===== config.mk =====
export PLATFORM = sky130hd
export DESIGN_NAME = tail_deframer
export DESIGN_NICKNAME = d
export VERILOG_FILES = /design/src/rtl/framing_pkg.sv /design/src/rtl/byte_unpacker.sv /design/src/rtl/tail_deframer.sv
export SDC_FILE = /design/constraint.sdc
export NUM_CORES = 1
export LEC_CHECK = 0
export ABC_AREA = 1
export ABC_CLOCK_PERIOD_IN_PS = 3950
export BUFFER_PORTS_ARGS = -buffer_cell sky130_fd_sc_hd__buf_2
export CELL_PAD_IN_SITES_DETAIL_PLACEMENT = 0
export CELL_PAD_IN_SITES_GLOBAL_PLACEMENT = 1
export CORE_MARGIN = 10
export CORE_UTILIZATION = 25
export CTS_CLUSTER_DIAMETER = 200
export DETAILED_ROUTE_END_ITERATION = 16
export GPL_TIMING_DRIVEN = 0
export PLACE_DENSITY_LB_ADDON = 0.08
export SLEW_MARGIN = 20
export SYNTH_ARGS = -nofsm -noshare
export SYNTH_HDL_FRONTEND = slang
export SYNTH_SLANG_ARGS = --single-unit

===== constraint.sdc =====
create_clock -name clk_i -period 3.95 [get_ports clk_i]
set_input_delay 0.395 -clock clk_i [delete_from_list [all_inputs] [get_ports clk_i]]
set_output_delay 0.395 -clock clk_i [all_outputs]
set_load 0.02 [all_outputs]

===== src/rtl/framing_pkg.sv =====
// Shared framing definitions: deframer state encoding, default tail bytes
// and the ceil-div helper used to size frames in bytes.
package framing_pkg;

    typedef enum logic [1:0] {
        PAYLOAD = 2'd0,
        TAIL0   = 2'd1,
        TAIL1   = 2'd2,
        RESYNC  = 2'd3
    } tail_deframer_state_e;

    localparam logic [7:0] TAIL_BYTE0_DEFAULT = 8'hA5;
    localparam logic [7:0] TAIL_BYTE1_DEFAULT = 8'h5A;

    function automatic int unsigned ceil_div(input int unsigned num, input int unsigned den);
        return (num + den - 32'd1) / den;
    endfunction

endpackage


===== src/rtl/byte_unpacker.sv =====
// Holds one packed byte and emits its elements LSB first, refilling in the
// same cycle the last element of the byte is consumed.
module byte_unpacker #(
    parameter int unsigned UnpackedWidth = 1,
    parameter int unsigned PackedNum     = 8,
    parameter int unsigned LastElems     = 8
) (
    input  logic                     clk_i,
    input  logic                     rst_ni,
    input  logic                     enable_i,
    input  logic                     final_byte_i,
    input  logic [7:0]               data_i,
    input  logic                     valid_i,
    output logic                     ready_o,
    output logic [UnpackedWidth-1:0] unpacked_o,
    output logic                     valid_o,
    input  logic                     ready_i,
    output logic                     last_o,
    output logic                     load_o,
    output logic                     frame_done_o
);

    localparam int unsigned ElemW = $clog2(PackedNum + 1);

    logic [7:0]       hold_r;
    logic             hold_valid_r;
    logic             hold_final_r;
    logic             last_r;
    logic [ElemW-1:0] elem_left_r;

    logic             beat_s;
    logic             byte_end_s;
    logic             frame_done_s;
    logic             ready_s;
    logic             load_s;
    logic [ElemW-1:0] load_left_s;

    assign beat_s       = hold_valid_r && ready_i;
    assign byte_end_s   = beat_s && (elem_left_r == ElemW'(1));
    assign frame_done_s = beat_s && last_r;
    assign ready_s      = enable_i && (!hold_valid_r || byte_end_s);
    // A byte offered as the frame's last element leaves belongs to the tail, not the hold register.
    assign load_s       = ready_s && valid_i && !frame_done_s;
    assign load_left_s  = final_byte_i ? ElemW'(LastElems) : ElemW'(PackedNum);

    // Hold register, element countdown and last-element flag.
    always_ff @(posedge clk_i or negedge rst_ni) begin
        if (!rst_ni) begin
            hold_r       <= 8'h00;
            hold_valid_r <= 1'b0;
            hold_final_r <= 1'b0;
            last_r       <= 1'b0;
            elem_left_r  <= '0;
        end else if (load_s) begin
            hold_r       <= data_i;
            hold_valid_r <= 1'b1;
            hold_final_r <= final_byte_i;
            last_r       <= final_byte_i && (load_left_s == ElemW'(1));
            elem_left_r  <= load_left_s;
        end else if (beat_s) begin
            hold_r       <= hold_r >> UnpackedWidth;
            hold_valid_r <= (elem_left_r != ElemW'(1));
            hold_final_r <= hold_final_r;
            last_r       <= hold_final_r && (elem_left_r == ElemW'(2));
            elem_left_r  <= elem_left_r - ElemW'(1);
        end else begin
            hold_r       <= hold_r;
            hold_valid_r <= hold_valid_r;
            hold_final_r <= hold_final_r;
            last_r       <= last_r;
            elem_left_r  <= elem_left_r;
        end
    end

    assign ready_o      = ready_s;
    assign unpacked_o   = hold_r[UnpackedWidth-1:0];
    assign valid_o      = hold_valid_r;
    assign last_o       = last_r;
    assign load_o       = load_s;
    assign frame_done_o = frame_done_s;

endmodule


===== src/rtl/tail_deframer.sv =====
// Receive-side deframer: unpacks a fixed-length payload, checks the two
// tail bytes and hunts for the tail sequence again after a mismatch.
module tail_deframer
    import framing_pkg::*;
#(
    parameter int unsigned UnpackedWidth  = 1,
    parameter int unsigned PackedNum      = 8,
    parameter int unsigned PacketLenElems = 75684,
    parameter logic [7:0]  TailByte0      = TAIL_BYTE0_DEFAULT,
    parameter logic [7:0]  TailByte1      = TAIL_BYTE1_DEFAULT
) (
    input  logic                     clk_i,
    input  logic                     rst_ni,
    input  logic [7:0]               data_i,
    input  logic                     valid_i,
    output logic                     ready_o,
    output logic [UnpackedWidth-1:0] unpacked_o,
    output logic                     valid_o,
    input  logic                     ready_i,
    output logic                     last_o,
    output logic                     frame_ok_o,
    output logic                     tail_err_o
);

    localparam int unsigned PacketBytes = ceil_div(PacketLenElems, PackedNum);
    localparam int unsigned LastElems   = PacketLenElems - (PacketBytes - 1) * PackedNum;
    localparam int unsigned CntW        = $clog2(PacketBytes + 1);

    tail_deframer_state_e state_r, state_next_s;
    logic [CntW-1:0]      byte_cnt_r, byte_cnt_next_s;
    logic                 seen_r, seen_next_s;
    logic                 frame_ok_r, frame_ok_next_s;
    logic                 tail_err_r, tail_err_next_s;

    logic                 final_byte_s;
    logic                 unp_ready_s;
    logic                 unp_load_s;
    logic                 frame_done_s;

    assign final_byte_s = (byte_cnt_r == CntW'(PacketBytes - 1));

    byte_unpacker #(
        .UnpackedWidth(UnpackedWidth),
        .PackedNum    (PackedNum),
        .LastElems    (LastElems)
    ) u_unpacker (
        .clk_i       (clk_i),
        .rst_ni      (rst_ni),
        .enable_i    (state_r == PAYLOAD),
        .final_byte_i(final_byte_s),
        .data_i      (data_i),
        .valid_i     (valid_i),
        .ready_o     (unp_ready_s),
        .unpacked_o  (unpacked_o),
        .valid_o     (valid_o),
        .ready_i     (ready_i),
        .last_o      (last_o),
        .load_o      (unp_load_s),
        .frame_done_o(frame_done_s)
    );

    // Next-state, byte counter and tail-check pulse decisions.
    always_comb begin
        state_next_s    = state_r;
        byte_cnt_next_s = byte_cnt_r;
        seen_next_s     = seen_r;
        frame_ok_next_s = 1'b0;
        tail_err_next_s = 1'b0;
        case (state_r)
            PAYLOAD: begin
                if (unp_load_s) begin
                    byte_cnt_next_s = final_byte_s ? CntW'(0) : byte_cnt_r + CntW'(1);
                end else begin
                    byte_cnt_next_s = byte_cnt_r;
                end
                // The byte arriving alongside the final element is already TailByte0.
                if (frame_done_s && valid_i) begin
                    if (data_i == TailByte0) begin
                        state_next_s = TAIL1;
                    end else begin
                        state_next_s    = RESYNC;
                        seen_next_s     = 1'b0;
                        tail_err_next_s = 1'b1;
                    end
                end else if (frame_done_s) begin
                    state_next_s = TAIL0;
                end else begin
                    state_next_s = PAYLOAD;
                end
            end
            TAIL0: begin
                if (valid_i && (data_i == TailByte0)) begin
                    state_next_s = TAIL1;
                end else if (valid_i) begin
                    state_next_s    = RESYNC;
                    seen_next_s     = 1'b0;
                    tail_err_next_s = 1'b1;
                end else begin
                    state_next_s = TAIL0;
                end
            end
            TAIL1: begin
                if (valid_i && (data_i == TailByte1)) begin
                    state_next_s    = PAYLOAD;
                    frame_ok_next_s = 1'b1;
                end else if (valid_i) begin
                    state_next_s    = RESYNC;
                    seen_next_s     = (data_i == TailByte0);
                    tail_err_next_s = 1'b1;
                end else begin
                    state_next_s = TAIL1;
                end
            end
            RESYNC: begin
                if (valid_i && (data_i == TailByte0)) begin
                    seen_next_s = 1'b1;
                end else if (valid_i && (data_i == TailByte1) && seen_r) begin
                    state_next_s = PAYLOAD;
                    seen_next_s  = 1'b0;
                end else if (valid_i) begin
                    seen_next_s = 1'b0;
                end else begin
                    seen_next_s = seen_r;
                end
            end
            default: begin
                state_next_s    = PAYLOAD;
                byte_cnt_next_s = CntW'(0);
                seen_next_s     = 1'b0;
            end
        endcase
    end

    // State, counter and registered pulse outputs.
    always_ff @(posedge clk_i or negedge rst_ni) begin
        if (!rst_ni) begin
            state_r    <= PAYLOAD;
            byte_cnt_r <= '0;
            seen_r     <= 1'b0;
            frame_ok_r <= 1'b0;
            tail_err_r <= 1'b0;
        end else begin
            state_r    <= state_next_s;
            byte_cnt_r <= byte_cnt_next_s;
            seen_r     <= seen_next_s;
            frame_ok_r <= frame_ok_next_s;
            tail_err_r <= tail_err_next_s;
        end
    end

    assign ready_o    = (state_r == PAYLOAD) ? unp_ready_s : 1'b1;
    assign frame_ok_o = frame_ok_r;
    assign tail_err_o = tail_err_r;

endmodule


-- Word-level counts from Yosys, hierarchy flattened
Cells that the tools add are included.
- add/sub/neg operators: 2
- multipliers: 0
- divide/modulo/power cells: 0
- magnitude comparators: 0
- equality and inequality tests: 17
- shift operators: 0
- mux-type cells: 38
- bitwise operators: 0
- reductions and logical operators: 20
- operators by type and width (cell ; number):
    two-way mux 1 bit ; 23
    two-way mux 8 bit ; 2
    adder 14 x 1 -> 14 bit (second input constant) ; 1
    equality test 14 bit (second input constant) ; 1
    two-way mux 14 bit ; 1
    inequality test 2 bit (second input constant) ; 7
    logical AND 1 bit ; 12
    two-way mux 2 bit ; 6
    two-way mux 4 bit ; 3
    equality test 4 x 1 -> 1 bit (second input constant) ; 2
    equality test 8 x 7 -> 1 bit (second input constant) ; 1
    equality test 8 bit (second input constant) ; 1
    one-hot mux 2 bit (4 select lines) ; 1
    AND reduction 5 bit ; 1
    equality test 2 bit (second input constant) ; 2
    equality test 4 x 2 -> 1 bit (second input constant) ; 1
    inequality test 4 x 1 -> 1 bit (second input constant) ; 1
    one-hot mux 1 bit (4 select lines) ; 1
    AND reduction 2 bit ; 2
    subtractor 4 x 1 -> 4 bit (second input constant) ; 1
    one-hot mux 1 bit (3 select lines) ; 1
    equality test 2 x 1 -> 1 bit (second input constant) ; 1
    logical NOT 1 bit ; 2
    logical NOT 2 bit ; 1
    2 further kinds ; 2
- register bits after elaboration: 34
- bits in latches: 0
- bits in writable memories: 0
- ROM bits: 0
- memories kept: 0

-- Longest topological paths before layout
- depth after elaboration: 7
- mapped depth: 10
- mapped depth without buffers: 10

-- Hierarchy
A second synthesis with hierarchy kept.
- cells, all modules: 299
- area total of the unflattened synthesis: 2154.6 um^2
- modules (own cells, without submodules) (module ; times used ; cells an instance ; area each (um^2) ; sequential area each (um^2)):
    tail_deframer ; 1 ; 192 ; 1317.5 ; 475.5
    byte_unpacker ; 1 ; 107 ; 837.1 ; 375.4

-- Worst setup path after synthesis
OpenSTA, ideal clock, no wires.
- path kind: register to register
- from: register u_unpacker.elem_left_r[1]
- to: register u_unpacker.elem_left_r[2]
- library setup time: 0.126 ns
- arrival time: 1.299 ns
- slack: 2.525 ns
- stages on the path, launching flop included: 10
- path buffers: 2
- cells stage by stage: dfrtp_1 -> inv_1 -> ha_1 -> nand2_1 -> o21ai_2 -> nand2_4 -> buf_8 -> buf_8 -> nand3_2 -> nand3_1
- cells in the longest elaborated chain, start to end: 7
- elaborated cells on any way between the ends: 10
- classes of those cells: add/sub: 1; eq/ne: 1; mux: 2; reduce/logical: 6
- RTL lines (element ; line ; source):
    from (decl) ; byte_unpacker.sv:29 ; logic [ElemW-1:0] elem_left_r;
    from (signal assigned) ; byte_unpacker.sv:59 ; elem_left_r <= load_left_s;
    from (signal assigned) ; byte_unpacker.sv:65 ; elem_left_r <= elem_left_r - ElemW'(1);
    from (signal assigned) ; byte_unpacker.sv:71 ; elem_left_r <= elem_left_r;
    branches (longest 7 deep; another with subtractor 4 x 1 -> 4 bit) ; n/a ;
Parallel ways; which one is timed is not known. The select of a mux whose other input is x is not followed.
A chain may end at the register's enable or synchronous reset.

-- Final worst setup path
- from: register u_unpacker.elem_left_r[1]
- to: output port ready_o
- cells in the longest elaborated chain, start to end: 5
- RTL lines (element ; line ; source):
    equality test 4 x 1 -> 1 bit ; byte_unpacker.sv:39 ; assign byte_end_s = beat_s && (elem_left_r == ElemW'(1));
    logical AND 1 bit ; byte_unpacker.sv:39 ;
    logical OR 1 bit ; byte_unpacker.sv:41 ; assign ready_s = enable_i && (!hold_valid_r || byte_end_s);
    logical AND 1 bit ; byte_unpacker.sv:41 ;
    two-way mux 1 bit ; tail_deframer.sv:151 ; assign ready_o = (state_r == PAYLOAD) ? unp_ready_s : 1'b1;
    to (decl) ; tail_deframer.sv:16 ; output logic ready_o,
Every way passes these cells.

==> results.tsv <==
stage	metric	value	unit
sta	finalSetupTns	0	ns
setup_path	path_cells	inv_1 > ha_1 > nand2_1 > nor2_1 > nor2_1 > nand2_1 > buf_2	
finish	multi_input_area	1000	um2
run	maxCapViolCount	0	
sta	setup_violations	0	
sta	fin_crit_sh	45.3	%
yosys	avgSynthCellArea	7.42	um2
clock_tree	cts_resized	0	
yosys	synth_top_area_share	41.2	%
setup_path	worst-path-stages	7	
power_and_ir_drop	p_total	1.42	mW
global_route	gr-total-overflow	0	
clock_tree	htree_levels	2	
setup_path	critPathBufInv	2	
setup_path	ff2ff_path_depth	9	
yosys	yosys_warnings	0	
setup_path	crit_required	3.56	ns
place	place_area	2280	um2
yosys	yosysTopAreaCell	dfrtp_1	
global_route	grt_pass1_wl	8910	um
die	core_area	8130	um2
setup_path	slowest_delay	0.39	ns
sta	skew	0.0111	ns
finish	area_delta_synth_final	14.9	%
global_route	grt_use_total	8.61	%
finish	fill_cells	924	
die	die_h	111	um
die	row_count	33	
clock_tree	numCtsBuffers	5	
detailed_routing	antenna_left	0	
global_route	grt_max_degree	35	
power_and_ir_drop	p_per_area	600	nW/um2
place	preCtsSetupSlack	2.33	ns
global_route	first_global_vias	1812	
die	start_util	25.4	%
setup_path	cp_top_family	flip-flops	
finish	final_area	2370	um2
yosys	ys_top_cells_by_area	dfrtp_1 41%, nand2_1 14%, nand3_1 9.0%, inv_1 6.7%, o21ai_1 4.6%	
yosys	synthesis.area	2060	um2
min_path	min_path_type	in2async	
yosys	synth-seq-cells	34	
die	ios	18	
clock_tree	clockBufferDepth	2	
global_route	antenna_found_initial	0	
sta	fin_ws	2.16	ns
place	routabilityCongestion	0.752	
die	dieWidth	111	um
clock_tree	cts_tree	yes	
detailed_routing	viasPerCell	4.36	
place	portBuffers	17	
setup_path	cp.arrival	1.40	ns
setup_path	endpoint_kind	output pin	
clock_tree	post-cts-setup-buffers	0	
finish	utilization	29.1	%
sta	max_freq	558	MHz
clock_tree	clock_latency	0.29	ns
sta	post-route-min-period	1.79	ns
yosys	ys_types	26	
sta	tightest_slew	0.832	ns
finish	drive_above_1_share	15.8	%
detailed_routing	dr_total_vias	1780	
power_and_ir_drop	power.leakage	1.20	nW
clock_tree	clkTransAtPathRegs	0.08	ns
power_and_ir_drop	ir_drop	0.174	mV
detailed_routing	drc	0	
finish	final_nets	319	
clock_tree	cts_sinks	34	
clock_tree	hold_buffers	0	
sta	rsz0062_at_grt	no	
die	dieArea	12300	um2
place	hpwlAfterDp	3880	um
setup_path	critPathSlowestCell	dfrtp_1	
setup_path	critPathKind	reg2out	
detailed_routing	wl_per_cell	12.7	um
sta	slew_viol_final	0	
detailed_routing	drt_pass1_iterations	4	
clock_tree	cts-root-buf	clkbuf_8	
yosys	yosysSeqAreaShare	41.2	%
yosys	syn_inst	278	
sta	hold_viol	0	
detailed_routing	routed_wirelength	5180	um
setup_path	crit_fanout	4	
yosys	syn_nets	295	
setup_path	crit_path_start_kind	register	
detailed_routing	drtIter0Drc	78	
finish	num_antenna_cells	0	
run_status	status	finished, final reports clean	
finish	register_area	851	um2
sta	slew_headroom	44.6	%
==> area by class of cell <==
cell class	count	area share, %
inverter	40	6.33
clock buffer	7	3.64
tap	105	5.54
multi-input combinational	198	42.3
timing repair buffer	17	3.59
buffer	6	2.48
clock inverter	1	0.211
sequential	34	35.9
==> registers in the layout, summed over array words and instances (netlist names), 2 cells and up <==
name / flops
byte_cnt_r: 14
state_r: 2
u_unpacker.elem_left_r: 4
u_unpacker.hold_r: 8
==> cells in the final DEF, fill, tap and decap left out, types with 2 or more instances in the layout <==
cell type / instances
buf_2: 19
buf_8: 2
clkbuf_8: 6
dfrtp_1: 34
ha_1: 5
inv_1: 37
inv_2: 3
nand2_1: 75
nand2_4: 3
nand3_1: 37
nand3_2: 3
nand4_1: 8
nor2_1: 21
nor2_2: 6
nor3_1: 3
o21ai_0: 3
o21ai_1: 19
o21ai_2: 2
xnor2_1: 2
xor2_1: 6
==> metal layers <==
| metal | global-route usage (%) | part of all wire, % | vias up |
|---|---|---|---|
| met1 | 11.6 | 51 | 808 |
| li1 | - | - | 938 |
| met4 | 2.60 | 1.2 | 0 |
| met2 | 12.9 | 43 | 29 |
| met5 | 0 | 0 | - |
| met3 | 2.33 | 4.6 | 5 |
==> cell usage after synthesis <==
library cell	number
a21oi_1	1
and2_1	1
buf_2	2
buf_4	1
buf_6	1
buf_8	2
dfrtp_1	34
ha_1	5
inv_1	37
inv_2	3
nand2_1	75
nand2_2	1
nand2_4	3
nand3_1	37
nand3_2	3
nand4_1	8
nor2_1	21
nor2_2	6
nor3_1	3
nor4_1	1
o21ai_0	3
o21ai_1	19
o21ai_2	2
o21bai_1	1
xnor2_1	2
xor2_1	6
==> kinds of logic (layout without fill, tap and decap cells) <==
family	after synthesis	count (layout)	share of synthesized area, %
buffers and inverters	46	71	10.1
AND/OR/NAND/NOR	159	159	35.4
adder cells (fa/ha/maj)	5	5	3.03
AO/OA/AOI/OAI	26	26	6.79
XOR/XNOR	8	8	3.40
flip-flops	34	34	41.2
==> final timing paths <==
| path | start | endpoint | slack [ns] |
|---|---|---|---|
| max in group asynchronous | rst_ni | u_unpacker.hold_r[5] | 3.22 |
| min in group clk_i | data_i[5] | u_unpacker.hold_r[5] | 0.35 |
| worst max register to register | u_unpacker.elem_left_r[1] | byte_cnt_r[7] | 2.32 |
| worst min register to register | u_unpacker.hold_r[0] | u_unpacker.hold_r[0] | 0.50 |
| worst max-delay path | u_unpacker.elem_left_r[1] | ready_o | 2.16 |
| worst min-delay path | rst_ni | byte_cnt_r[6] | 0.20 |
==> where the power goes <==
group	internal (mW)	switching (mW)	leakage [nW]	total [mW]
Combinational	0.220	0.359	0.711	0.579
Sequential	0.468	0.0994	0.439	0.568
Clock	0.141	0.134	0.0482	0.275
Total	0.829	0.593	1.20	1.42
==> metrics by stage <==
step,hold WS (ns),instances
final,0.201,408
after global placement,0.480,400
after global routing,0.276,408
after floorplan,0.0994,278
after detailed placement,0.499,400
after CTS,0.241,408
Power figures use the tool's default switching activity.
